--- config.mk ---
export PLATFORM = sky130hd
export DESIGN_NAME = clock_divider
export DESIGN_NICKNAME = d
export VERILOG_FILES = /design/src/rtl/clock_div_pkg.sv /design/src/rtl/clock_div_counter.sv /design/src/rtl/clock_divider.sv
export SDC_FILE = /design/constraint.sdc
export NUM_CORES = 1
export LEC_CHECK = 0
export ABC_AREA = 1
export CAP_MARGIN = 0
export CORE_MARGIN = 10
export CORE_UTILIZATION = 59
export CTS_CLUSTER_DIAMETER = 80
export DETAILED_ROUTE_END_ITERATION = 8
export GPL_ROUTABILITY_DRIVEN = 0
export PLACE_DENSITY = 0.81
export SLEW_MARGIN = 25
export SYNTH_ARGS = -nofsm -noshare
export SYNTH_HDL_FRONTEND = slang
export SYNTH_SLANG_ARGS = --single-unit
--- constraint.sdc ---
create_clock -name CLK -period 2.85 [get_ports CLK]
set_input_delay 0.4275 -clock CLK [delete_from_list [all_inputs] [get_ports CLK]]
set_output_delay 0.4275 -clock CLK [all_outputs]
set_load 0.05 [all_outputs]
--- src/rtl/clock_div_pkg.sv ---
// Shared constants and state type for the clock divider.
// Default widths, the "divider off" setting and the IDLE/RUN state.
package clock_div_pkg;

  localparam int CNT_W_DEF = 8;
  localparam int DIV_W_DEF = 3;
  localparam int DIV_OFF   = 0;

  typedef enum logic {
    IDLE,
    RUN
  } state_t;

endpackage

--- src/rtl/clock_div_counter.sv ---
// Half-period counter for the clock divider.
// tc marks the last CLK cycle of a half period of lim cycles.
module clock_div_counter
  import clock_div_pkg::*;
#(
  parameter int CNT_W = CNT_W_DEF
) (
  input  logic             CLK,
  input  logic             RST,
  input  logic             en,
  input  logic [CNT_W-1:0] lim,
  output logic             tc
);

  logic [CNT_W-1:0] count;

  assign tc = en && (count == lim - CNT_W'(1));

  // count CLK edges inside a half period; parked at 0 when disabled
  always_ff @(posedge CLK or negedge RST) begin
    if (!RST) begin
      count <= '0;
    end else if (!en || tc) begin
      count <= '0;
    end else begin
      count <= count + CNT_W'(1);
    end
  end

endmodule

--- src/rtl/clock_divider.sv ---
// Programmable 50% duty clock divider, clk_div = CLK / (2*div).
// Optional one-cycle rise strobe `tick` under CLOCK_DIV_TICK_EN.
module clock_divider
  import clock_div_pkg::*;
#(
  parameter int CNT_W = CNT_W_DEF,
  parameter int DIV_W = DIV_W_DEF
) (
  input  logic             CLK,
  input  logic             RST,
  input  logic [DIV_W-1:0] div,
  output logic             clk_div
`ifdef CLOCK_DIV_TICK_EN
  ,
  output logic             tick
`endif
);

  logic [DIV_W-1:0] div_q;
  state_t           state;
  logic             run;
  logic             load;
  logic             tc;

  // a zero setting means the divider is parked
  always_comb begin
    state = (div_q == DIV_W'(DIV_OFF)) ? IDLE : RUN;
  end

  // idle samples div every edge; running samples only at the 1->0 boundary
  always_comb begin
    run  = 1'b0;
    load = 1'b0;
    unique case (state)
      IDLE: begin
        load = 1'b1;
      end
      RUN: begin
        run  = 1'b1;
        load = tc && clk_div;
      end
    endcase
  end

  clock_div_counter #(
    .CNT_W(CNT_W)
  ) u_cnt (
    .CLK(CLK),
    .RST(RST),
    .en (run),
    .lim(CNT_W'(div_q)),
    .tc (tc)
  );

  // active divide setting
  always_ff @(posedge CLK or negedge RST) begin
    if (!RST) begin
      div_q <= '0;
    end else if (load) begin
      div_q <= div;
    end
  end

  // output toggle flop, flips at each half-period end
  always_ff @(posedge CLK or negedge RST) begin
    if (!RST) begin
      clk_div <= 1'b0;
    end else if (tc) begin
      clk_div <= ~clk_div;
    end
  end

`ifdef CLOCK_DIV_TICK_EN
  // strobe aligned with each clk_div rise
  always_ff @(posedge CLK or negedge RST) begin
    if (!RST) begin
      tick <= 1'b0;
    end else begin
      tick <= tc && !clk_div;
    end
  end
`endif

endmodule

== Word level (Yosys, flattened, before mapping) ==
Cells that the tools add are included.

* Add/sub/neg operators: 2
* Eq/ne operators: 1
* Multiplexer cells: 3
* Bitwise gates (word level): 1
* Reduce and logical (&&, ||, !) cells: 4

{| class="wikitable"
|+ Operators by type and width
! kind !! count
|-
| $add A8 B1 Y8 const B || 1
|-
| $eq A8 B8 Y1 || 1
|-
| $mux W8 || 1
|-
| $sub A3 B1 Y4 const B || 1
|-
| $logic_not A3 Y1 || 1
|-
| $logic_and A1 B1 Y1 || 2
|-
| $pmux W1 S2 || 1
|-
| $logic_or A1 B1 Y1 || 1
|-
| $mux W1 || 1
|-
| $not A1 Y1 || 1
|}

* Bits in registers: 12
* Output and inout bits: 1

== Longest topological paths before layout ==
* Depth in word-level cells: 5
* Gate-level depth with buffers: 12
* Depth with buffers taken out: 12

== Modules after synthesis ==
Synthesis repeated with hierarchy kept, for this count alone.

* Cells, all modules: 121
* Area, all modules: 833.3 um^2

{| class="wikitable"
|+ Modules (own cells, without submodules)
! module !! instances !! cells each !! area each (um^2) !! seq. area each (um^2)
|-
| clock_div_counter || 1 || 101 || 650.6 || 200.2
|-
| clock_divider || 1 || 20 || 182.7 || 100.1
|}

== Worst setup path before layout ==
OpenSTA, ideal clock, no wires.

* Path type: flip-flop to flip-flop
* Start: reg div_q[0]
* End: reg clk_div
* Data arrival time: 1381 ps
* Data required time: 2731 ps
* Setup slack: 1350 ps
* Cell stages (with the launch flop): 10
* Path buffers: 0
* Clock period less this slack: 1500 ps
* Cells stage by stage: dfrtp_1 > inv_2 > ha_1 > nand2_1 > nand2_1 > nor2_1 > nand2_1 > nor2_1 > nand4_1 > and2_1

* Cells in the longest elaborated chain, start to end: 3
* Elaborated cells on any way between the ends: 5

{| class="wikitable"
|+ RTL lines
! element !! line !! RTL
|-
| start: declaration || clock_divider.sv:19 || <nowiki>logic [DIV_W-1:0] div_q;</nowiki>
|-
| start signal: assignment || clock_divider.sv:60 || <nowiki>div_q <= div;</nowiki>
|-
| $sub A3 B1 Y4 or $logic_not A3 Y1 (tied branches) || clock_div_counter.sv:17, clock_divider.sv:27 ||
|-
| $eq A8 B8 Y1 or $mux W1 (tied branches) || clock_div_counter.sv:17, clock_divider.sv:34 ||
|-
| $logic_and A1 B1 Y1 (*) || clock_div_counter.sv:17 || <nowiki>assign tc = en && (count == lim - CNT_W'(1));</nowiki>
|-
| end signal: assignment || clock_divider.sv:69 || <nowiki>clk_div <= ~clk_div;</nowiki>
|-
| end: declaration || clock_divider.sv:12 || <nowiki>output logic clk_div</nowiki>
|}

Every way passes the cells marked *; elsewhere a longest branch is shown, timed or not.
A chain may end at the register's enable or synchronous reset.

== Final worst setup path ==
* Start: reg clk_div
* End: out clk_div

No word-level cell between the ends.

==> impl_metrics.ini <==
[outcome]
outcome = finished, final reports clean

[clocking]
cts_setup_buffers = 0
cts-htree-levels = 1
insertion_delay_ns = 0.27
cts.path.max_buffers = 2
hold_buffers = 0
cts_tree = done
tritoncts.num_buffers = 3
path_clk_slew_ns = 0.08
post_cts_resized = 0
cts_sinks = 12
root_buffer = clkbuf_4

[sta]
tightestPinTransition_ns = 0.540
clock_skew_ns = 0.00601
hold_viol_final = 0
finalCritPeriodShare = 0.676
setup_tns_ns = 0
finalSetupViolations = 0
slew_headroom = 0.639
hold_ws_ns = 0.500
final.min_clock_period_ns = 1.93
fmax_mhz = 519
slew_viol_final = 0
setup_ws_ns = 0.924
rsz0062_at_grt = no

[pwr]
total_power_uw = 948
switchingPower_uw = 452
p_sw_frac = 0.477
leakage_nw = 0.514
power_density_nw_per_um2 = 1090
p_clk_frac = 0.144
seq_power_share = 0.315
peakVddDrop_mv = 0.558
internal_power_uw = 496
pwr-share-comb = 0.540

[place]
hpwl_um = 1220
portBuffers = 5
placed_area_um2 = 837
place_inst = 130
place_ws_ns = 1.15

[final_layout]
num-fill-cells = 99
insertedDiodeCount = 0
layout-drive-gt1-share = 0.125
syn_to_final_growth_pct = 13.5
final_cells = 134
num-nets-final = 129
final_area_um2 = 873
multi_input_area_um2 = 387
ff_latch_area_um2 = 300
utilization = 0.746

[floorplanning]
initial_core_util = 0.657
die_w_um = 56.1
ios = 6
core_region_area_um2 = 1170
dieArea_um2 = 3150
die_h_um = 56.1
core.rowCount = 12

[logic_synthesis]
synthTopCellsByCount = 35 x nand2_1, 21 x inv_1, 15 x nor2_1
ys_ff_latch = 12
synth_top_flop_cell = dfrtp_1
synthArstFlopShare = 1.00
ys_seq_area_frac = 0.390
synth_top_area_share = 0.390
synth.area.top_cells = dfrtp_1 39%, nand2_1 17%, inv_1 10%, nor2_1 7.3%, ha_1 4.9%
synth_area_per_cell_um2 = 6.93
ys_warn_count = 0
yosysMostFrequentCell = nand2_1
synth_cell_types = 19
syn_nets = 119
synth_cells = 111
synth_top_area_cell = dfrtp_1
syn_area_um2 = 769
synth_edf_count = 0

[setup_path]
cp_top_family = buffers and inverters
endpoint_kind = output pin
slowest_stage = clkdlybuf4s50_1
start_kind = flop
cp_max_fo = 3
cp_num_buf_inv = 1
arrival_ns = 1.50
critPathMaxStageDelay_ns = 0.83
reg2reg_depth = 10
r2r_start = div_q[0]$_DFFE_PN0P_
crit_chain = clkdlybuf4s50_1
worstSetupPathType = reg -> out
rrSetupSlack_ns = 1.16
crit_required_ns = 2.42
regToRegEndpoint = u_cnt.count[5]$_DFF_PN0_

[drt]
drt-pass1-iter-count = 4
viasPerCell = 4.96
routedWlPerCell_um = 11.3
ant_nets = 0
via_count = 665
totalWireLength_um = 1520
drc_errors = 0
drt_iter0_drc = 19

[global_routing]
antenna_found_initial = 0
grt_usage = 0.104
grt_pass1_wl_um = 2720
grt_pass1_vias = 610
grt_max_degree = 13
grt_remaining_overflow = 0

[flow_run]
drv_cap = 0

[hold_path]
hp-class = in -> async
-- power groups by stage --
stage / registers (mW) / logic, mW / clock network, mW
after floorplan: 0.306 / 0.387 / 0
after global placement: 0.297 / 0.493 / 0
after detailed placement: 0.301 / 0.514 / 0
after CTS: 0.297 / 0.517 / 0.140
after global routing: 0.310 / 0.593 / 0.147
final: 0.299 / 0.512 / 0.137
-- routing by layer --
layer | wire length, um | share of wire | GRT usage
met1 | 645 | 0.43 | 0.129
met5 | 0 | 0 | 0
met4 | 18 | 0.012 | 0.0410
met2 | 787 | 0.52 | 0.164
met3 | 64 | 0.042 | 0.0273
-- cell families after synthesis --
| logic type | count (synthesis) | share of synthesized area |
|---|---|---|
| AOI/OAI and AO/OA | 5 | 0.0407 |
| and+or+nand+nor | 69 | 0.413 |
| adders and majority gates | 3 | 0.0488 |
| DFF | 12 | 0.390 |
| buffers and inverters | 22 | 0.107 |
-- sequential cells by signal, indices dropped and copies added, names as in the netlist --
name,cells
div_q,3
u_cnt.count,8
clk_div,1
-- worst register-to-register path: cells and delay by family (launching register included) --
family                   cells  cell delay, ns
AND/OR/NAND/NOR              7            0.73
flip-flops                   1            0.42
adder cells (fa/ha/maj)      1            0.32
buffers and inverters        2            0.12
-- placed cells by master, fill, tap and decap left out --
cell type,netlist,final
a21oi_1,2,2
and2_1,1,1
clkbuf_4,0,3
clkbuf_8,0,1
clkdlybuf4s50_1,0,5
dfrtp_1,12,12
ha_1,3,3
inv_1,21,21
inv_2,1,1
nand2_1,35,35
nand2_2,2,2
nand3_1,5,5
nand3_2,1,1
nand4_1,1,1
nor2_1,15,15
nor2_2,3,3
nor3_1,2,2
nor3_2,1,1
nor3b_2,2,2
o21ai_0,2,2
o21bai_2,1,1
or2_0,1,1
-- how the worst max path moves through the flow --
stage | from | endpoint | slack, ns | depth (start not counted)
finish | clk_div$_DFFE_PN0P_ | clk_div | 0.92 | 1
global route | clk_div$_DFFE_PN0P_ | clk_div | 0.89 | 1
CTS | clk_div$_DFFE_PN0P_ | clk_div | 0.91 | 1
detailed placement | div_q[0]$_DFFE_PN0P_ | u_cnt.count[5]$_DFF_PN0_ | 1.15 | 10
global placement | clk_div$_DFFE_PN0P_ | clk_div | 1.22 | 1
floorplan | div_q[0]$_DFFE_PN0P_ | clk_div$_DFFE_PN0P_ | 1.35 | 9
-- final cells by class --
cell class              instances  area share
clock buffers                   4      0.0415
inverters                      22      0.0946
flip-flops and latches         12       0.344
well taps                      14      0.0201
repair buffers                  5      0.0573
multi-input cells              77       0.443
Note: power is estimated with default switching activity, not from simulation.
